File: src/rtl/dff_pipe_chain.sv
// ---------------------------------------------------------------------------
// dff_pipe_chain
//
// A chain of DEPTH elastic register stages with a valid/ready handshake. It
// cuts timing paths between datapath blocks, such as an RX shifter feeding a
// bus read path, and still moves one beat per cycle under back-pressure.
// Every stage has a programmable reset value. A synchronous flush drops all
// held beats.
//
// Parameters
//   DW       data width per stage (>= 1)
//   DEPTH    number of register stages (>= 1)
//   RST_VAL  reset value of every stage's data register
//
// Ports
//   clk      clock, rising edge
//   rst_n    asynchronous active-low reset
//   flush    synchronous flush: clears every valid bit, keeps data
//   s_valid  upstream beat valid
//   s_ready  the chain accepts s_data this cycle
//   s_data   upstream data
//   m_valid  output beat valid
//   m_ready  downstream accepts m_data this cycle
//   m_data   data of the last stage
//   occ      held-beat count, 0..DEPTH (present only with DFF_PIPE_OCC_EN)
//
// Optional feature macro: DFF_PIPE_OCC_EN adds the occ port and its counter.
// ---------------------------------------------------------------------------
module dff_pipe_chain #(
    parameter int              DW      = 32,
    parameter int              DEPTH   = 2,
    parameter logic [DW-1:0]   RST_VAL = {DW{1'b1}}
) (
    input  logic                         clk,
    input  logic                         rst_n,
    input  logic                         flush,
    input  logic                         s_valid,
    output logic                         s_ready,
    input  logic [DW-1:0]                s_data,
    output logic                         m_valid,
    input  logic                         m_ready,
    output logic [DW-1:0]                m_data
`ifdef DFF_PIPE_OCC_EN
    ,
    output logic [$clog2(DEPTH+1)-1:0]   occ
`endif
);

    // Stage state: index 0 is the input end, DEPTH-1 the output end.
    logic [DEPTH-1:0]          v_reg;
    logic [DEPTH-1:0]          v_next;
    logic [DEPTH-1:0][DW-1:0]  d_reg;

    logic [DEPTH-1:0]          rdy;       // stage can take a beat this cycle
    logic [DEPTH-1:0]          down_rdy;  // whatever sits downstream of the stage is ready
    logic [DEPTH-1:0]          up_valid;  // the stage's upstream offers a beat
    logic [DEPTH-1:0]          load;      // the stage captures its upstream beat
    logic [DEPTH-1:0][DW-1:0]  up_data;

    generate
        for (genvar gi = 0; gi < DEPTH; gi++) begin : g_stage
            if (gi == DEPTH - 1) begin : g_last
                assign down_rdy[gi] = m_ready;
            end else begin : g_mid
                assign down_rdy[gi] = rdy[gi+1];
            end

            if (gi == 0) begin : g_first
                // A flush cycle never accepts a new beat.
                assign up_valid[gi] = s_valid & ~flush;
                assign up_data[gi]  = s_data;
            end else begin : g_inner
                assign up_valid[gi] = v_reg[gi-1];
                assign up_data[gi]  = d_reg[gi-1];
            end

            // The ready chain ripples back from the output. A full chain
            // therefore still accepts a beat in any cycle the output drains.
            assign rdy[gi]  = ~v_reg[gi] | down_rdy[gi];
            assign load[gi] = rdy[gi] & up_valid[gi];

            // The flush wins over everything else. Otherwise a load sets the
            // valid bit, an outgoing beat with nothing behind it clears it,
            // and a stalled stage holds.
            always_comb begin
                v_next[gi] = v_reg[gi];
                if (flush) begin
                    v_next[gi] = 1'b0;
                end else if (load[gi]) begin
                    v_next[gi] = 1'b1;
                end else if (v_reg[gi] && down_rdy[gi]) begin
                    v_next[gi] = 1'b0;
                end
            end
        end
    endgenerate

    // Data registers change only on a load. An emptying transfer or a flush
    // leaves the last value in place, so a stage that is not loading keeps a
    // stable, non-toggling value.
    always_ff @(posedge clk or negedge rst_n) begin
        if (!rst_n) begin
            v_reg <= '0;
            for (int k = 0; k < DEPTH; k++) begin
                d_reg[k] <= RST_VAL;
            end
        end else begin
            v_reg <= v_next;
            for (int k = 0; k < DEPTH; k++) begin
                if (load[k] && !flush) begin
                    d_reg[k] <= up_data[k];
                end
            end
        end
    end

    assign s_ready = rdy[0] & ~flush;
    assign m_valid = v_reg[DEPTH-1];
    assign m_data  = d_reg[DEPTH-1];

`ifdef DFF_PIPE_OCC_EN
    localparam int OCC_W = $clog2(DEPTH + 1);

    logic [OCC_W-1:0] occ_reg;
    logic             accept;
    logic             emit;

    assign accept = s_valid & s_ready;
    assign emit   = m_valid & m_ready;

    // This counter tracks popcount(v_reg) without an adder tree. A flush
    // empties the whole chain, so a delivery in the same cycle needs no
    // separate handling.
    always_ff @(posedge clk or negedge rst_n) begin
        if (!rst_n) begin
            occ_reg <= '0;
        end else if (flush) begin
            occ_reg <= '0;
        end else if (accept && !emit) begin
            occ_reg <= occ_reg + OCC_W'(1);
        end else if (emit && !accept) begin
            occ_reg <= occ_reg - OCC_W'(1);
        end
    end

    assign occ = occ_reg;
`endif

endmodule

File: config.mk
export PLATFORM = sky130hd
export DESIGN_NAME = dff_pipe_chain
export DESIGN_NICKNAME = d
export VERILOG_FILES = /design/src/rtl/dff_pipe_chain.sv
export SDC_FILE = /design/constraint.sdc
export NUM_CORES = 1
export LEC_CHECK = 0
export ABC_AREA = 1
export ABC_CLOCK_PERIOD_IN_PS = 2800
export CAP_MARGIN = 20
export CORE_MARGIN = 2
export CORE_UTILIZATION = 53
export CTS_CLUSTER_DIAMETER = 150
export DETAILED_ROUTE_END_ITERATION = 10
export PLACE_DENSITY_LB_ADDON = 0.05
export SYNTH_ARGS = -nofsm -noshare
export SYNTH_HDL_FRONTEND = slang
export SYNTH_SLANG_ARGS = --single-unit
File: constraint.sdc
create_clock -name clk -period 2.8 [get_ports clk]
set_clock_uncertainty 0.15 [all_clocks]
set_input_delay 0.56 -clock clk [delete_from_list [all_inputs] [get_ports clk]]
set_output_delay 0.56 -clock clk [all_outputs]
set_load 0.01 [all_outputs]
* Word-level counts from Yosys, hierarchy flattened *
Cells that the tools add are included.

word-level totals
  output and inout bits = 34
  word-level logic and storage cells = 26
  input bits = 37
  flip-flop bits (word level) = 66

operators by class
  bitwise operators = 9
  reductions and logical operators = 7
  multiplexer cells = 6

operators by type and width
  cell                number
  two-way mux 1 bit   6
  nonzero test 3 bit  2
  AND 1 bit           4
  logical AND 1 bit   4
  NOT 1 bit           3
  OR 1 bit            2
  logical NOT 1 bit   1

* Logic depth before layout (Yosys ltp) *
Gate-level depths: netlist (run 1).

  word-level depth = 6
  gate-level depth with buffers = 6
  mapped depth without buffers = 5

* Worst setup path after synthesis (run 1) *
Ideal clock, no wire load.

  path type = in2out
  start point = input port m_ready
  end point = output port s_ready
  data arrival time = 1.071 ns
  cell stages on the path = 5
  slack = 1.019 ns
  buffers on the path = 1
  path through = inv_1 nand3_2 buf_2 nand2_1 inv_1

on the way
  cells in the longest elaborated chain, start to end = 3

ends and longest elaborated chain
  what                   line  text
  from (decl)            41    input logic m_ready,
  OR 1 bit (2 in a row)  79    assign rdy[gi] = ~v_reg[gi] | down_rdy[gi];
  AND 1 bit              117   assign s_ready = rdy[0] & ~flush;
  to (decl)              38    output logic s_ready,

No other way between the ends.

* Worst setup path after layout (run 1) *
Same ends and word-level chain as after synthesis.

==> results.yml, run 1 <==
place:
  portBuffers: 70
  post-dp-hpwl_mm: 3.84
  gp_congestion: 0.781
  pre_cts_ws_ns: 0.295
  place_area_mm2: 0.00348
routing:
  drtIter0Drc: 123
  dr.pass1.iters: 5
  wl_mm: 6.12
  ant_nets: 0
  drc: 0
  routedWlPerCell_um: 14.0
  num_vias: 2214
  viasPerCell: 5.08
timing:
  timing.final.hold_violations: 0
  setup_viol: 0
  final.min_clock_period_ns: 2.50
  fmax_mhz: 399
  max_slew_margin_pct: 56.5
  drv_slew: 0
  worstMarginPinSlew_ns: 0.653
  setup_slack_ns: 0.297
  rsz0062_at_grt: "no"
  tns_ns: 0
  finalCritPeriodShare_pct: 89.4
worst_setup_path:
  rrSetupSlack_ns: 1.20
  reg2reg_depth: 5
  crit_chain: "clkdlybuf4s50_1 -> inv_1 -> nand3_2 -> nand2_1 -> inv_1 -> clkdlybuf4s50_1"
  cpPeakStageDelay_ns: 0.53
  r2r_end: "d_reg[1]$_DFFE_PN1P_"
  r2r_start: "v_reg[1]$_DFFE_PN0P_"
  cp-end-kind: "primary output"
  cp_data_required_time_ns: 2.09
  crit_fanout: 2
  critPathSlowestCell: "clkdlybuf4s50_1"
  crit_path_start_kind: "primary input"
  cp.arrival_ns: 1.79
  critPathKind: "in -> out"
clock_network:
  cts_buffers: 9
  cts.sinks: 66
  cts_setup_buffers: 0
  cts_tree: "done"
  worstSkewPairLatency_ns: 0.33
  clk_path_buf_depth: 2
  cts_resized: 0
  htreeDepth: 3
  path_clk_slew_ns: 0.06
  cts_root_buffer: "clkbuf_8"
  postCtsHoldBufs: 0
global_route:
  grt_pass1_wl_mm: 10.1
  grtUsageTotal_pct: 21.3
  grt_remaining_overflow: 0
  grt_pass1_vias: 2203
  antenna_found_initial: 0
  grt_max_degree: 40
worst_hold_path:
  hold_end: "m_data[15]$_DFFE_PN1P_"
  hp-class: "reg -> reg"
  hold_depth: 2
  hold_path.startpoint: "m_data[15]$_DFFE_PN1P_"
floorplan:
  io_pins: 71
  die_w_um: 79.3
  dieArea_mm2: 0.00629
  die_height_um: 79.3
  core_mm2: 0.00551
  initial_core_util_pct: 54.6
  num_rows: 27
yosys:
  netlist_area_mm2: 0.00301
  synth_simple_gate_area_share_pct: 28.7
  synthAdderAreaFrac_pct: 0
  synth_compound_area_share_pct: 0.333
  synth_area_per_cell_um2: 9.34
  syn_nets: 359
  yosys.cell_types.count: 12
  yosysSeqAreaShare_pct: 57.6
  synth_xor_area_share_pct: 0
  synth_cells: 322
  synth_top_family_by_area: "simple AND/OR/NAND/NOR gates"
  ys_warn_count: 0
  muxShareOfSynthArea_pct: 0
  synth_seq_cells: 66
cells_and_area:
  multi_input_area_um2: 873
  drive_gt1_share_pct: 24.2
  seqCellArea_mm2: 0.00173
  fin_util_pct: 66.0
  diodes: 0
  stdcell_area_mm2: 0.00363
  fin_nets: 398
  area_growth_pct: 20.9
  fillers: 481
power_and_ir_drop:
  power_mw: 2.49
  ir_worst_vdd_v: 0.000327
  leakage_nw: 1.66
  power_density_mw_per_mm2: 685
flow_run:
  cap_violations: 0
status:
  status: "finished, final reports clean"
[worst max path at each step]
stage,start,endpoint
floorplan,m_ready,s_ready
global placement,m_ready,s_ready
detailed placement,m_ready,s_ready
CTS,m_ready,s_ready
global route,m_ready,s_ready
finish,m_ready,s_ready
[cell families (layout without fill, tap and decap cells)]
logic type,after synthesis,count (layout)
DFF,66,66
AOI/OAI and AO/OA,2,2
and+or+nand+nor,199,199
buffers and inverters,55,97
[layout by cell type (no fill, tap or decap)]
master	Yosys	layout
clkbuf_8	0	10
buf_4	38	7
clkdlybuf4s50_1	0	69
buf_2	6	1
a21oi_1	2	2
nand2_1	130	130
dfstp_2	64	64
nand2_4	2	2
dfrtp_1	2	2
inv_1	5	5
nand3_2	1	1
nor2_4	2	2
nand3_1	64	64
clkbuf_1	0	4
buf_12	0	1
[synthesized netlist by cell type]
| library cell | number | area share [%] |
|---|---|---|
| a21oi_1 | 2 | 0.33 |
| buf_2 | 6 | 1.0 |
| buf_4 | 38 | 9.5 |
| buf_6 | 6 | 2.2 |
| dfrtp_1 | 2 | 1.7 |
| dfstp_2 | 64 | 56 |
| inv_1 | 5 | 0.62 |
| nand2_1 | 130 | 16 |
| nand2_4 | 2 | 0.75 |
| nand3_1 | 64 | 11 |
| nand3_2 | 1 | 0.33 |
| nor2_4 | 2 | 0.75 |
[layer usage]
metal  wire [um]  vias to the layer above  global-route usage [%]
li1            -                     1068                       -
met1        2730                     1078                    27.2
met2        3040                       59                    34.2
met3         271                        9                    4.43
met4          85                        0                    11.0
met5           0                        -                       0
[stage by stage]
step                      hold slack (ns)  cells
final                               0.309    436
after global routing                0.329    436
after CTS                           0.313    436
after detailed placement            0.303    422
after global placement              0.300    422
after floorplan                     0.114    322
[layout make-up]
class                   instances  share of cell area, %
flip-flops and latches         66                   47.6
multi-input cells             201                   24.0
repair buffers                 78                   21.1
clock buffers                  14                   4.20
well taps                      72                   2.48
inverters                       5                  0.516
[power breakdown]
| group | internal [mW] | switching [mW] | leakage (nW) | total, mW |
|---|---|---|---|---|
| Clock | 0.338 | 0.320 | 0.0766 | 0.657 |
| Combinational | 0.283 | 0.236 | 0.892 | 0.519 |
| Sequential | 1.23 | 0.0882 | 0.695 | 1.32 |
[critical path: cells and delay by family]
kind	cells	cell delay, ns
AND/OR/NAND/NOR	2	0.12
buffers and inverters	4	1.12
(Power assumes the default switching activity.)
==> run 2, diff against run 1 <==
Settings changed: CORE_MARGIN 2 to default, CORE_UTILIZATION 53 to 25, CTS_CLUSTER_SIZE from default to 12.
==> run 2 against run 1 <==
Compared with the run above: the run now ends with design-rule violations left; critical path type unchanged; sequential cell count unchanged; critical endpoint unchanged; worst hold slack worse by 0.078 ns; die area up 98%; highest routed layer unchanged.
==> results.yml, run 2 (same netlist as run 1, synthesis figures left out) <==
timing:
  final.min_clock_period_ns: 2.55
  setup_viol: 0
  rsz0062_at_grt: "no"
  timing.final.hold_violations: 0
  max_slew_margin_pct: 42.5
  holdWs_ns: 0.231
  tns_ns: 0
  finalCritPeriodShare_pct: 91.2
  drv_slew: 0
  worstMarginPinSlew_ns: 0.863
  fmax_mhz: 392
clock_network:
  worstSkewPairLatency_ns: 0.32
  postCtsHoldBufs: 0
  cts_buffers: 9
  htreeDepth: 3
  cts_tree: "done"
  cts.sinks: 66
  cts_root_buffer: "clkbuf_16"
  cts_setup_buffers: 0
  cts_resized: 0
  clk_path_buf_depth: 2
  path_clk_slew_ns: 0.05
cells_and_area:
  fin_nets: 397
  layout_commonest_cell: "nand2_1"
  diodes: 0
  drive_gt1_share_pct: 25.8
  stdcell_area_mm2: 0.00389
  final_cell_mix: "129 x nand2_1, 69 x clkdlybuf4s50_1, 64 x nand3_1, 64 x dfstp_2, 9 x clkbuf_16"
  fillers: 1218
  area_growth_pct: 29.5
floorplan:
  die_w_um: 112
  num_rows: 39
  dieArea_mm2: 0.0125
  core_mm2: 0.0116
  die_height_um: 112
  io_pins: 71
  initial_core_util_pct: 26.0
routing:
  viasPerCell: 4.22
  drtIter0Drc: 77
  ant_nets: 0
  wl_mm: 7.47
  routedWlPerCell_um: 14.7
  dr.pass1.iters: 7
  drc: 7
  num_vias: 2143
global_route:
  grt_pass1_vias: 2364
  grt_max_degree: 67
  antenna_found_initial: 0
  grtUsageTotal_pct: 12.9
  grt_remaining_overflow: 0
  grt_pass1_wl_mm: 12.4
worst_setup_path:
  cp_data_required_time_ns: 2.09
  critPathKind: "in -> out"
  crit_path_start_kind: "primary input"
  cp-end-kind: "primary output"
  cp.arrival_ns: 1.84
  crit_chain: "clkdlybuf4s50_1 -> inv_1 -> nand3_2 -> nand2_1 -> inv_1 -> clkdlybuf4s50_1"
  crit_fanout: 2
  critPathSlowestCell: "clkdlybuf4s50_1"
  cpPeakStageDelay_ns: 0.55
flow_run:
  cap_violations: 0
worst_hold_path:
  hp-class: "in -> async"
power_and_ir_drop:
  ir_worst_vdd_v: 0.000227
  leakage_nw: 1.74
  power_density_mw_per_mm2: 795
place:
  place_area_mm2: 0.00356
  gp_congestion: 0.664
  portBuffers: 70
  post-dp-hpwl_mm: 4.55
status:
  violations: "design-rule violations"
  status: "finished with violations"
run 2: critical path: cells and delay by family:
kind | cells | cell delay, ns
buf+inv | 4 | 1.16
simple gates | 2 | 0.12
run 2: power by group:
part           internal, mW  switching (mW)  total (mW)
sequential             1.23          0.0867        1.31
clock                 0.851           0.413        1.26
combinational         0.281           0.238       0.518
run 2: worst paths after layout:
| check | start | endpoint | slack, ns | depth (start not counted) |
|---|---|---|---|---|
| max reg2reg | v_reg[1]$_DFFE_PN0P_ | d_reg[28]$_DFFE_PN1P_ | 1.17 | 5 |
| min in group clk | d_reg[21]$_DFFE_PN1P_ | d_reg[21]$_DFFE_PN1P_ | 0.31 | 2 |
| max in group asynchronous | rst_n | v_reg[1]$_DFFE_PN0P_ | 1.73 | 1 |
| min reg2reg | d_reg[21]$_DFFE_PN1P_ | d_reg[21]$_DFFE_PN1P_ | 0.31 | 2 |
| min | rst_n | v_reg[0]$_DFFE_PN0P_ | 0.23 | 1 |
| max | m_ready | s_ready | 0.25 | 6 |
run 2: routing by layer:
layer	wire length, um	vias up	global-route usage (%)	share of wire, %
met5	0	-	0	0
met4	101	0	5.14	1.4
met3	279	10	2.72	3.7
met2	3360	45	20.6	45
met1	3720	1021	17.1	50
li1	-	1067	-	-
run 2: layout make-up:
type	count	area, um^2	share of cell area, %
well taps	143	179	4.59
multi-input cells	201	876	22.5
inverters	5	18.8	0.482
flip-flops and latches	66	1730	44.5
clock inverters	4	72.6	1.86
repair buffers	77	751	19.3
clock buffers	12	267	6.84
run 2: through the flow:
stage	util (%)	cells	total power, mW	worst slack [ns]
after floorplan	-	322	1.67	1.02
after global placement	30.7	492	1.85	0.211
final	33.7	508	3.10	0.246
after CTS	33.7	508	3.15	0.218
after detailed placement	30.7	492	1.86	0.228
after global routing	33.7	508	3.27	0.183
==> run 3, diff against run 2 <==
Settings changed: DONT_BUFFER_PORTS from default to 1, GPL_TIMING_DRIVEN from default to 0.
==> run 3 against run 2 <==
Compared with the run above: combinational power is 16% lower; clock power is 21% lower; cell area is 11% lower; die area stayed put; sequential power hardly changed; count of clock-buffer cells in the layout stayed put; maximum frequency is 16% higher; core utilization is 3.6 points lower; critical endpoint unchanged; via count is 3.8% lower; critical path depth is 2 lower; the run still ends with design-rule violations left; cell count is 5.1% lower; critical path type is now reg -> out; register-to-register slack better by 0.17 ns.
==> results.yml, run 3 (same netlist as run 1, synthesis figures left out) <==
status:
  status: "finished with violations"
  violations: "design-rule violations"
cells_and_area:
  final_cell_mix: "130 x nand2_1, 64 x nand3_1, 64 x dfstp_2"
  drive_gt1_share_pct: 38.9
  layout_commonest_cell: "nand2_1"
  fin_nets: 372
  area_growth_pct: 15.6
  finalNonFillerCells: 482
  diodes: 0
worst_hold_path:
  hp-class: "in -> reg"
place:
  portBuffers: 0
  pre_cts_ws_ns: 0.773
  numPlacedInstances: 465
  gp_congestion: 0.706
  post-dp-hpwl_mm: 4.85
clock_network:
  cts_buffers: 9
  worstSkewPairLatency_ns: 0.33
  path_clk_slew_ns: 0.05
  cts_tree: "done"
  cts.sinks: 66
  postCtsHoldBufs: 2
  clk_path_buf_depth: 2
  cts_root_buffer: "clkbuf_16"
  cts_setup_buffers: 0
  htreeDepth: 3
  cts_resized: 0
routing:
  drc: 7
  wl_mm: 7.45
  ant_nets: 0
  num_vias: 2061
  drtIter0Drc: 71
  dr.pass1.iters: 7
  viasPerCell: 4.28
  routedWlPerCell_um: 15.5
timing:
  setup_viol: 0
  tns_ns: 0
  rsz0062_at_grt: "no"
  finalCritPeriodShare_pct: 78.7
  final.min_clock_period_ns: 2.20
  setup_slack_ns: 0.596
  timing.final.hold_violations: 0
  max_slew_margin_pct: 75.9
  drv_slew: 0
  fmax_mhz: 454
  worstMarginPinSlew_ns: 0.362
floorplan:
  core_mm2: 0.0116
  die_height_um: 112
  num_rows: 39
  die_w_um: 112
  io_pins: 71
  initial_core_util_pct: 26.0
  dieArea_mm2: 0.0125
global_route:
  grtUsageTotal_pct: 12.9
  grt_remaining_overflow: 0
  grt_pass1_wl_mm: 11.9
  antenna_found_initial: 0
  grt_max_degree: 67
  grt_pass1_vias: 2139
power_and_ir_drop:
  ir_worst_vdd_v: 0.000256
  leakage_nw: 1.66
  power_density_mw_per_mm2: 789
worst_setup_path:
  crit_fanout: 10
  critPathKind: "reg -> out"
  cp-end-kind: "primary output"
  crit_path_start_kind: "register"
  cp_data_required_time_ns: 2.09
  cp.arrival_ns: 1.49
flow_run:
  cap_violations: 0
## run 3: cell count changes in the layout (fill, tap and decap cells not counted), moves of 2 or more
cell,delta
bufinv_16,-2
buf_4,+30
buf_6,+6
buf_2,+6
clkdlybuf4s50_1,-69
clkbuf_8,-3
clkbuf_1,+3
## run 3: per-stage QoR
stage	cell area (um^2)	hold slack [ns]	power, mW	util (%)
floorplan	3010	0.114	1.67	-
global route	3480	0.128	2.91	30.1
CTS	3480	0.132	2.80	30.1
finish	3480	0.146	2.74	30.1
global placement	3190	0.120	1.74	27.5
detailed placement	3190	0.119	1.75	27.5
## run 3: area by class of cell
class / count / area [um^2]
repair buffers: 2 / 37.5
plain buffers: 50 / 383
clock buffers: 12 / 236
flip-flops and latches: 66 / 1730
multi-input cells: 201 / 873
clock inverters: 3 / 17.5
well taps: 143 / 179
inverters: 5 / 18.8
fillers: 1229 / 8090
## run 3: per-layer routing
layer | part of all wire (%) | vias up | global-route usage [%]
met3 | 6.1 | 13 | 3.54
met2 | 46 | 52 | 19.7
met4 | 2.3 | 0 | 7.57
li1 | - | 1021 | -
met1 | 45 | 975 | 16.4
met5 | 0 | - | 0
## run 3: where the power goes
part / total [mW] / switching, mW / internal [mW]
sequential: 1.31 / 0.0858 / 1.23
clock: 0.995 / 0.404 / 0.591
combinational: 0.434 / 0.228 / 0.206
## run 3: critical path: stages (launching register included)
cell     delay (ns)
dfrtp_1        0.44
nand3_2        0.22
buf_2          0.29
nand2_1        0.09
inv_1          0.13
## run 3: path summary, 6_finish.rpt
path / start / end / slack, ns / depth (start not counted)
setup / recovery: v_reg[1]$_DFFE_PN0P_ / s_ready / 0.60 / 4
hold / removal: flush / v_reg[1]$_DFFE_PN0P_ / 0.15 / 1
setup reg to reg: v_reg[1]$_DFFE_PN0P_ / m_data[14]$_DFFE_PN1P_ / 1.34 / 4
hold reg to reg: m_data[5]$_DFFE_PN1P_ / m_data[5]$_DFFE_PN1P_ / 0.31 / 2
max in group asynchronous: rst_n / d_reg[14]$_DFFE_PN1P_ / 1.51 / 2
min in group asynchronous: rst_n / v_reg[1]$_DFFE_PN0P_ / 0.67 / 2
